<file path="src/rtl/sub_result_fifo.sv">
// Result buffer behind the sub-result producer: drops all-lanes-off entries and counts them.
// Optional per-entry parity output enabled by defining SUB_RESULT_FIFO_PARITY_EN.
module sub_result_fifo #(
    parameter int DEPTH  = 4,
    parameter int SUB_W  = 3,
    parameter int LANE_W = 4,
    parameter int CNT_W  = 8
) (
    input  logic                      clk,
    input  logic                      reset_l,
    input  logic                      in_valid,
    output logic                      in_ready,
    input  logic [SUB_W-1:0]          in_sub,
    input  logic [SUB_W-1:0]          in_extra,
    input  logic [LANE_W-1:0]         in_lane_l,
    output logic                      out_valid,
    input  logic                      out_ready,
    output logic [SUB_W-1:0]          out_sub,
    output logic [SUB_W-1:0]          out_extra,
    output logic [LANE_W-1:0]         out_lane,
    output logic [$clog2(DEPTH):0]    out_count,
`ifdef SUB_RESULT_FIFO_PARITY_EN
    output logic                      out_par,
`endif
    output logic [CNT_W-1:0]          drop_cnt,
    input  logic                      drop_clr
);
    localparam int AW   = $clog2(DEPTH);
    localparam int ENT_W = 2 * SUB_W + LANE_W;
    localparam logic [AW-1:0]  PTR_ONE   = AW'(1);
    localparam logic [AW:0]    CNT_ONE   = (AW + 1)'(1);
    localparam logic [AW:0]    CNT_FULL  = (AW + 1)'(DEPTH);
    localparam logic [AW:0]    CNT_ZERO  = (AW + 1)'(0);
    localparam logic [CNT_W-1:0] DROP_ONE = CNT_W'(1);
    localparam logic [CNT_W-1:0] DROP_MAX = {CNT_W{1'b1}};

    function automatic logic even_par(input logic [ENT_W-1:0] data);
        return ^data;
    endfunction

    logic [ENT_W-1:0] mem_r [DEPTH];
    logic [AW-1:0]    wr_ptr_r, rd_ptr_r, rd_ptr_nxt_s;
    logic [AW:0]      count_r, count_nxt_s;
    logic [ENT_W-1:0] wdata_s, head_s;
    logic             out_valid_r;
    logic [ENT_W-1:0] out_data_r;
    logic [CNT_W-1:0] drop_cnt_r;
    logic             accept_s, push_s, drop_s, pop_s, head_is_new_s;

    assign in_ready = reset_l && (count_r != CNT_FULL);
    assign accept_s = in_valid && in_ready;
    assign push_s   = accept_s && !(&in_lane_l);
    assign drop_s   = accept_s && (&in_lane_l);
    assign pop_s    = out_valid_r && out_ready;
    assign wdata_s  = {in_sub, in_extra, ~in_lane_l};

    // Next count/read pointer and the entry that will sit at the head after this edge
    always_comb begin
        count_nxt_s  = count_r;
        rd_ptr_nxt_s = rd_ptr_r;
        if (push_s && !pop_s) begin
            count_nxt_s = count_r + CNT_ONE;
        end else if (pop_s && !push_s) begin
            count_nxt_s = count_r - CNT_ONE;
        end else begin
            count_nxt_s = count_r;
        end
        if (pop_s) begin
            rd_ptr_nxt_s = rd_ptr_r + PTR_ONE;
        end else begin
            rd_ptr_nxt_s = rd_ptr_r;
        end
        // Pointers only coincide on a push when the FIFO is empty after the pop
        head_is_new_s = push_s && (wr_ptr_r == rd_ptr_nxt_s);
        if (head_is_new_s) begin
            head_s = wdata_s;
        end else begin
            head_s = mem_r[rd_ptr_nxt_s];
        end
    end

    // Entry storage; contents are don't-care until written
    always_ff @(posedge clk) begin
        if (push_s) begin
            mem_r[wr_ptr_r] <= wdata_s;
        end
    end

    // Pointers, occupancy and registered head presentation
    always_ff @(posedge clk) begin
        if (!reset_l) begin
            wr_ptr_r    <= '0;
            rd_ptr_r    <= '0;
            count_r     <= CNT_ZERO;
            out_valid_r <= 1'b0;
            out_data_r  <= '0;
        end else begin
            if (push_s) begin
                wr_ptr_r <= wr_ptr_r + PTR_ONE;
            end
            rd_ptr_r    <= rd_ptr_nxt_s;
            count_r     <= count_nxt_s;
            out_valid_r <= (count_nxt_s != CNT_ZERO);
            out_data_r  <= (count_nxt_s != CNT_ZERO) ? head_s : '0;
        end
    end

    // Saturating drop counter; clear wins over a simultaneous drop
    always_ff @(posedge clk) begin
        if (!reset_l || drop_clr) begin
            drop_cnt_r <= '0;
        end else if (drop_s && (drop_cnt_r != DROP_MAX)) begin
            drop_cnt_r <= drop_cnt_r + DROP_ONE;
        end
    end

`ifdef SUB_RESULT_FIFO_PARITY_EN
    logic par_mem_r [DEPTH];
    logic out_par_r, head_par_s;

    assign head_par_s = head_is_new_s ? even_par(wdata_s) : par_mem_r[rd_ptr_nxt_s];

    // Parity captured alongside each pushed entry
    always_ff @(posedge clk) begin
        if (push_s) begin
            par_mem_r[wr_ptr_r] <= even_par(wdata_s);
        end
    end

    // Head parity, zero whenever the head is not valid
    always_ff @(posedge clk) begin
        if (!reset_l) begin
            out_par_r <= 1'b0;
        end else begin
            out_par_r <= (count_nxt_s != CNT_ZERO) ? head_par_s : 1'b0;
        end
    end

    assign out_par = out_par_r;
`endif

    assign out_valid = out_valid_r;
    assign {out_sub, out_extra, out_lane} = out_data_r;
    assign out_count = count_r;
    assign drop_cnt  = drop_cnt_r;
endmodule

</file>
<file path="config.mk">
export PLATFORM = sky130hd
export DESIGN_NAME = sub_result_fifo
export DESIGN_NICKNAME = d
export VERILOG_FILES = /design/src/rtl/sub_result_fifo.sv
export SDC_FILE = /design/constraint.sdc
export NUM_CORES = 1
export LEC_CHECK = 0
export BUFFER_PORTS_ARGS = -buffer_cell sky130_fd_sc_hd__buf_2
export CORE_UTILIZATION = 40
export DETAILED_ROUTE_END_ITERATION = 10
export PLACE_DENSITY_LB_ADDON = 0.25
export SETUP_SLACK_MARGIN = 0.4
export SKIP_CTS_REPAIR_TIMING = 1
export SLEW_MARGIN = 30
export SYNTH_ARGS = -nofsm -noshare
export SYNTH_HDL_FRONTEND = slang
export SYNTH_SLANG_ARGS = --single-unit
</file>
<file path="constraint.sdc">
create_clock -name clk -period 2.1 [get_ports clk]
set_input_delay 0.21 -clock clk [delete_from_list [all_inputs] [get_ports clk]]
set_output_delay 0.21 -clock clk [all_outputs]
set_load 0.1 [all_outputs]
</file>
==> run summary, run 1 <==
Status - finished, final reports clean
FF-to-FF setup slack - 30 ps
Area occupied by multi-input gates - 1420 um^2
Clock Path Buffers - 2
Worst-Margin Slew - 494 ps
Non-filler cells in the finished layout - 403
Worst reg2reg startpoint - out_count[1]
Final hold slack - 106 ps
Yosys top cell by area - edfxtp_1
Hold WC Path Type - input pin to flop
Fin crit share - 98.5%
R2r endpoint - out_data_r[5]
Largest net degree at the start of global routing - 31
Hold Crit Start - in_extra[0]
Startpoint Class - flop
PortBufs - 37
Yosys top cell area share - 39.0%
Post-synthesis cell area - 3080 um^2
Primary FF master, synth - edfxtp_1
H-tree levels - 3
Initial antenna violation count - 0
Peak supply drop - 0.702 mV
CTS Root Buffer Type - clkbuf_8
Seq cells post-synth - 66
Crit path time final - 2070 ps
Die Y - 89.7 um
TritonCTS clock tree - done
Total Routing Usage GR - 15.9%
Final core utilization - 53.2%
Area contributors post-synth - edfxtp_1 (39%), dfxtp_1 (17%), mux2i_1 (13%)
Endpoints failing hold - 0
Area delta synth->final - 26.7%
RSZ-0062 raised after global routing - yes
Worst setup EP type - flop
WL/cell - 16.9 um
Ant diodes - 0
Placed Cells - 377
Syn Area/Cell - 12.7 um^2
Relative slew slack - 67.3%
I/O pin count - 38
Post-synthesis sequential area ratio - 55.9%
Die area - 8050 um^2
Core area - 7330 um^2
First-pass GRT wire length - 9820 um
Reg2Reg Depth - 8
Fin area - 3900 um^2
Clock tree sinks - 66
Worst-Skew Late Latency - 340 ps
Crit path max fanout - 6
Final net count - 322
Reg area - 1750 um^2
Hold path cells - 1
Max Freq - 483 MHz
Iteration-0 DRC Markers - 56
Final Skew - 12.5 ps
Ys Warns - 0
Final WL - 6810 um
Netlist cell types - 43
Crit path DAT - 2290 ps
Syn_nets - 266
Area of placed instances - 3510 um^2
Clk slew on worst S/H paths - 80 ps
Critical path launch point - out_count[1]
Filler instances - 629
Post-synth EDFFs - 40
Critical path class - flop to flop
CTS buffer count - 9
Mapped Cells - 243
# DRC - 0
Vias in the first global route - 1,963
DR vias - 2,026
Hold endpoint - mem_r[1][4]
Leakage power - 0.00146 uW
Setup ws final - 30.7 ps
Row cnt - 31
Detail Route Antenna Nets - 0
Starting Density - 42.0%
Critical Path RT - 2320 ps
First-pass detailed-route iteration total - 4
DIE WIDTH - 89.7 um
Max-Cap Viols - 0
Post-DP HPWL - 4010 um
GP Congestion - 0.854
FFs w/ async S/R, synth - 0%
Share of layout cells above drive strength 1 - 41.1%
Via density - 5.03
Cell Pwr Density - 1230 nW/um^2
Total gr overflow - 0
Max-slew violations - 0
Placement Setup Slack - 70.3 ps
Finish-stage setup viols - 0
flip-flops by register name (all words and copies together), names as in the netlist:
name and flops:
rd_ptr_r 2, mem_r 40, out_count 3, out_data_r 10, drop_cnt 8, wr_ptr_r 2
out_valid 1
how the worst max path moves through the flow:
stage | slack (ps) | to | cells past startpoint
3_5_place_dp | 70 | out_data_r[0] | 8
2_1_floorplan | -30 | out_data_r[1] | 8
4_1_cts | 50 | out_data_r[0] | 8
5_1_grt | -30 | out_data_r[5] | 10
6_report | 30 | out_data_r[5] | 8
3_3_place_gp | 120 | out_data_r[0] | 8
cell families after synthesis:
| logic type | Yosys count | share of synthesized area, % |
|---|---|---|
| and+or+nand+nor | 44 | 7.92 |
| muxes | 41 | 13.3 |
| buffers and inverters | 25 | 3.53 |
| xor gates and xnor gates | 14 | 4.43 |
| DFF | 66 | 55.9 |
| adders and majority gates | 8 | 3.25 |
| AOI/OAI and AO/OA | 45 | 11.6 |
cells in the final DEF, fill, tap and decap left out, types with 4 or more instances in the layout:
master	Yosys	routed
nand3_1	5	4
edfxtp_1	40	40
nor2_1	8	7
a21oi_1	13	12
a22o_1	10	10
buf_2	5	36
clkbuf_8	0	9
mux2i_1	41	41
a21oi_2	9	10
dfxtp_4	0	5
buf_6	1	5
nor3_2	0	4
and2_4	0	9
nand2_1	7	7
inv_1	13	10
xnor2_1	10	10
dfxtp_1	26	13
buf_4	0	9
dfxtp_2	0	8
ha_1	8	7
area by class of cell:
type / instances / area share, %
clock buffers: 9 / 3.18
inverters: 14 / 1.80
clock inverters: 7 / 1.76
flip-flops and latches: 66 / 44.9
repair buffers: 52 / 8.82
well taps: 99 / 3.18
multi-input cells: 156 / 36.4
report_power, final:
| part | internal, uW | total [uW] | switching [uW] |
|---|---|---|---|
| clock | 546 | 1040 | 493 |
| combinational | 595 | 2130 | 1540 |
| sequential | 1540 | 1630 | 90.3 |
layer usage:
layer	vias to the layer above	global-route usage, %	share of wire [%]
met5	-	0	0
met2	37	26.9	49
met1	983	19.6	47
met3	4	4.99	3.2
li1	1002	-	-
met4	0	4.23	0.63
stage by stage:
stage                     power (uW)  TNS [ps]
after floorplan                 3280      -331
after global placement          3610         0
after detailed placement        3630         0
after CTS                       4670         0
after global routing            4990      -199
final                           4800         0
critical path, stage by stage (launching register included):
cell     delay, ps
dfxtp_4        370
inv_4           40
ha_4           140
a21bo_4        240
o311a_4        400
o21a_4         210
o31ai_4        300
buf_6          190
a21oi_2         60
Yosys cell counts, types with 2 or more instances:
library cell  instances
dfxtp_1              26
a21oi_1              13
clkbuf_1              3
o21a_1                2
buf_2                 5
nor2_1                8
and2_2                4
mux2i_1              41
nand4_1               3
nor3_1                5
a21oi_2               9
edfxtp_1             40
inv_1                13
a21boi_0              2
nand2_1               7
xor2_1                3
and2_1                4
ha_1                  8
nand3_1               5
a22o_1               10
xnor2_1              10
Power figures use the tool's default switching activity.
==> run 2: changes to the inputs <==
--- a/config.mk
+++ b/config.mk
@@ -6,7 +6,7 @@
 export NUM_CORES = 1
 export LEC_CHECK = 0
 export BUFFER_PORTS_ARGS = -buffer_cell sky130_fd_sc_hd__buf_2
-export CORE_UTILIZATION = 40
+export CORE_UTILIZATION = 52
 export DETAILED_ROUTE_END_ITERATION = 10
 export PLACE_DENSITY_LB_ADDON = 0.25
 export SETUP_SLACK_MARGIN = 0.4
==> run summary, run 2 (synthesis results as in run 1) <==
I/O pin count - 38 (unchanged)
Relative slew slack - 66.9% (-0.44 points)
TritonCTS clock tree - done
DR vias - 2,253 (+11%)
Crit path time final - 2030 ps (-44.2 ps)
Critical Path RT - 2340 ps (+20 ps)
Crit path DAT - 2260 ps (-30 ps)
Max reg flops - 40 (unchanged)
Ant diodes - 0 (unchanged)
H-tree levels - 3 (unchanged)
Detail Route Antenna Nets - 0 (unchanged)
Share of layout cells above drive strength 1 - 42.2% (+1.1 points)
Area delta synth->final - 26.2%
Placement Setup Slack - 70.5 ps (+0.240 ps)
Worst-Skew Late Latency - 340 ps (about the same)
Post-DP HPWL - 4370 um (+9.0%)
Max-Cap Viols - 0 (unchanged)
Initial antenna violation count - 0 (unchanged)
Setup ws final - 74.9 ps (+44.2 ps)
Clk slew on worst S/H paths - 80 ps (about the same)
Starting Density - 54.9% (+13 points)
Clock tree sinks - 66 (unchanged)
Max-slew violations - 0 (unchanged)
Iteration-0 DRC Markers - 109 (+95%)
RSZ-0062 raised after global routing - yes
First-pass detailed-route iteration total - 4 (unchanged)
Clock Path Buffers - 2 (unchanged)
PortBufs - 37 (unchanged)
Crit path max fanout - 6 (unchanged)
Commonest non-fill, non-tap cell in the layout - mux2i_1
DIE WIDTH - 79.0 um (-12%)
CTS buffer count - 9 (unchanged)
Max Freq - 494 MHz (+2.2%)
Die Y - 79.0 um (-12%)
Peak supply drop - 1.26 mV (+79%)
Commonest non-fill, non-tap cells in the layout - mux2i_1 (41), edfxtp_1 (40), buf_2 (37), buf_4 (17)
Fin area - 3890 um^2 (-0.38%)
Hold WC Path Type - input pin to flop
First-pass GRT wire length - 10,400 um (+5.6%)
GP Congestion - 0.756 (-12%)
Filler instances - 415 (-34%)
Total gr overflow - 0 (unchanged)
Final WL - 7370 um (+8.3%)
Endpoints failing hold - 0 (unchanged)
Startpoint Class - flop
# DRC - 0 (unchanged)
Vias in the first global route - 2,081 (+6.0%)
Area of placed instances - 3480 um^2 (-0.89%)
Final Skew - 9.82 ps (-2.70 ps)
Status - finished, final reports clean
Largest net degree at the start of global routing - 19 (-39%)
Worst setup EP type - flop
Row cnt - 27 (-13%)
WL/cell - 19.1 um (+13%)
Largest Register - mem_r
Total Routing Usage GR - 22.6% (+6.6 points)
Critical path class - flop to flop
Fin crit share - 96.4% (-2.1 points)
Worst-Margin Slew - 500 ps (+6.63 ps)
Die area - 6230 um^2 (-23%)
Cell Pwr Density - 1240 nW/um^2 (+0.84%)
Core area - 5610 um^2 (-24%)
Finish-stage setup viols - 0 (unchanged)
Final net count - 331 (+2.8%)
Via density - 5.85 (+16%)
CTS Root Buffer Type - clkbuf_8
Leakage power - 0.00149 uW (+2.3%)
==> run 2: changes by cell type in the layout (fill, tap and decap cells not counted), sizes merged <==
cell,delta
clkinvlp,+2
clkinv,-4
bufinv,-1
inv,+3
buf,+7
o2111ai,+1
clkbuf,+1
==> run 2: power by group <==
| part | switching (uW) | total [uW] | internal, uW |
|---|---|---|---|
| sequential | 86.2 | 1630 | 1540 |
| clock | 555 | 1000 | 448 |
| combinational | 1570 | 2190 | 618 |
==> run 2: through the flow <==
step | hold WS [ps] | total power, uW | util, % | std cells | setup TNS (ps)
floorplan | 309 | 3280 | - | 243 | -331
detailed placement | 454 | 3650 | 62.1 | 352 | 0
finish | 103 | 4820 | 69.3 | 385 | 0
global placement | 437 | 3620 | 62.1 | 352 | 0
CTS | 91.4 | 4640 | 65.4 | 368 | 0
global route | 97.9 | 5000 | 69.3 | 385 | -6.03
==> run 2: final timing paths <==
check | start | endpoint | slack [ps] | depth (start not counted)
worst max-delay path | out_count[1] | out_data_r[0] | 70 | 8
worst min-delay path | in_sub[0] | mem_r[3][7] | 100 | 1
worst max register to register | out_count[1] | out_data_r[0] | 70 | 8
worst min register to register | drop_cnt[6] | drop_cnt[6] | 520 | 2
==> run 2: worst max-delay path, stage by stage, from the launching register on <==
cell	delay [ps]
dfxtp_4	360
inv_4	40
ha_4	150
a21bo_4	260
o311a_1	330
o21a_1	220
o31ai_4	320
buf_6	180
a21oi_1	70
==> run 2: final cells by class <==
type / instances / area, um^2 / area share (%)
Timing Repair Buffer: 60 / 398 / 10.2
Clock inverter: 7 / 60.1 / 1.55
Multi-Input combinational cell: 157 / 1390 / 35.9
Inverter: 14 / 70.1 / 1.80
Tap cell: 72 / 90.1 / 2.32
Clock buffer: 9 / 124 / 3.19
Sequential cell: 66 / 1750 / 45.0
==> run 2: layer usage <==
layer / vias up / global-route usage [%] / wire [um]
met5: - / 0 / 0
li1: 1034 / - / -
met1: 1142 / 29.3 / 3190
met4: 0 / 9.82 / 120
met2: 64 / 37.2 / 3760
met3: 13 / 3.91 / 291
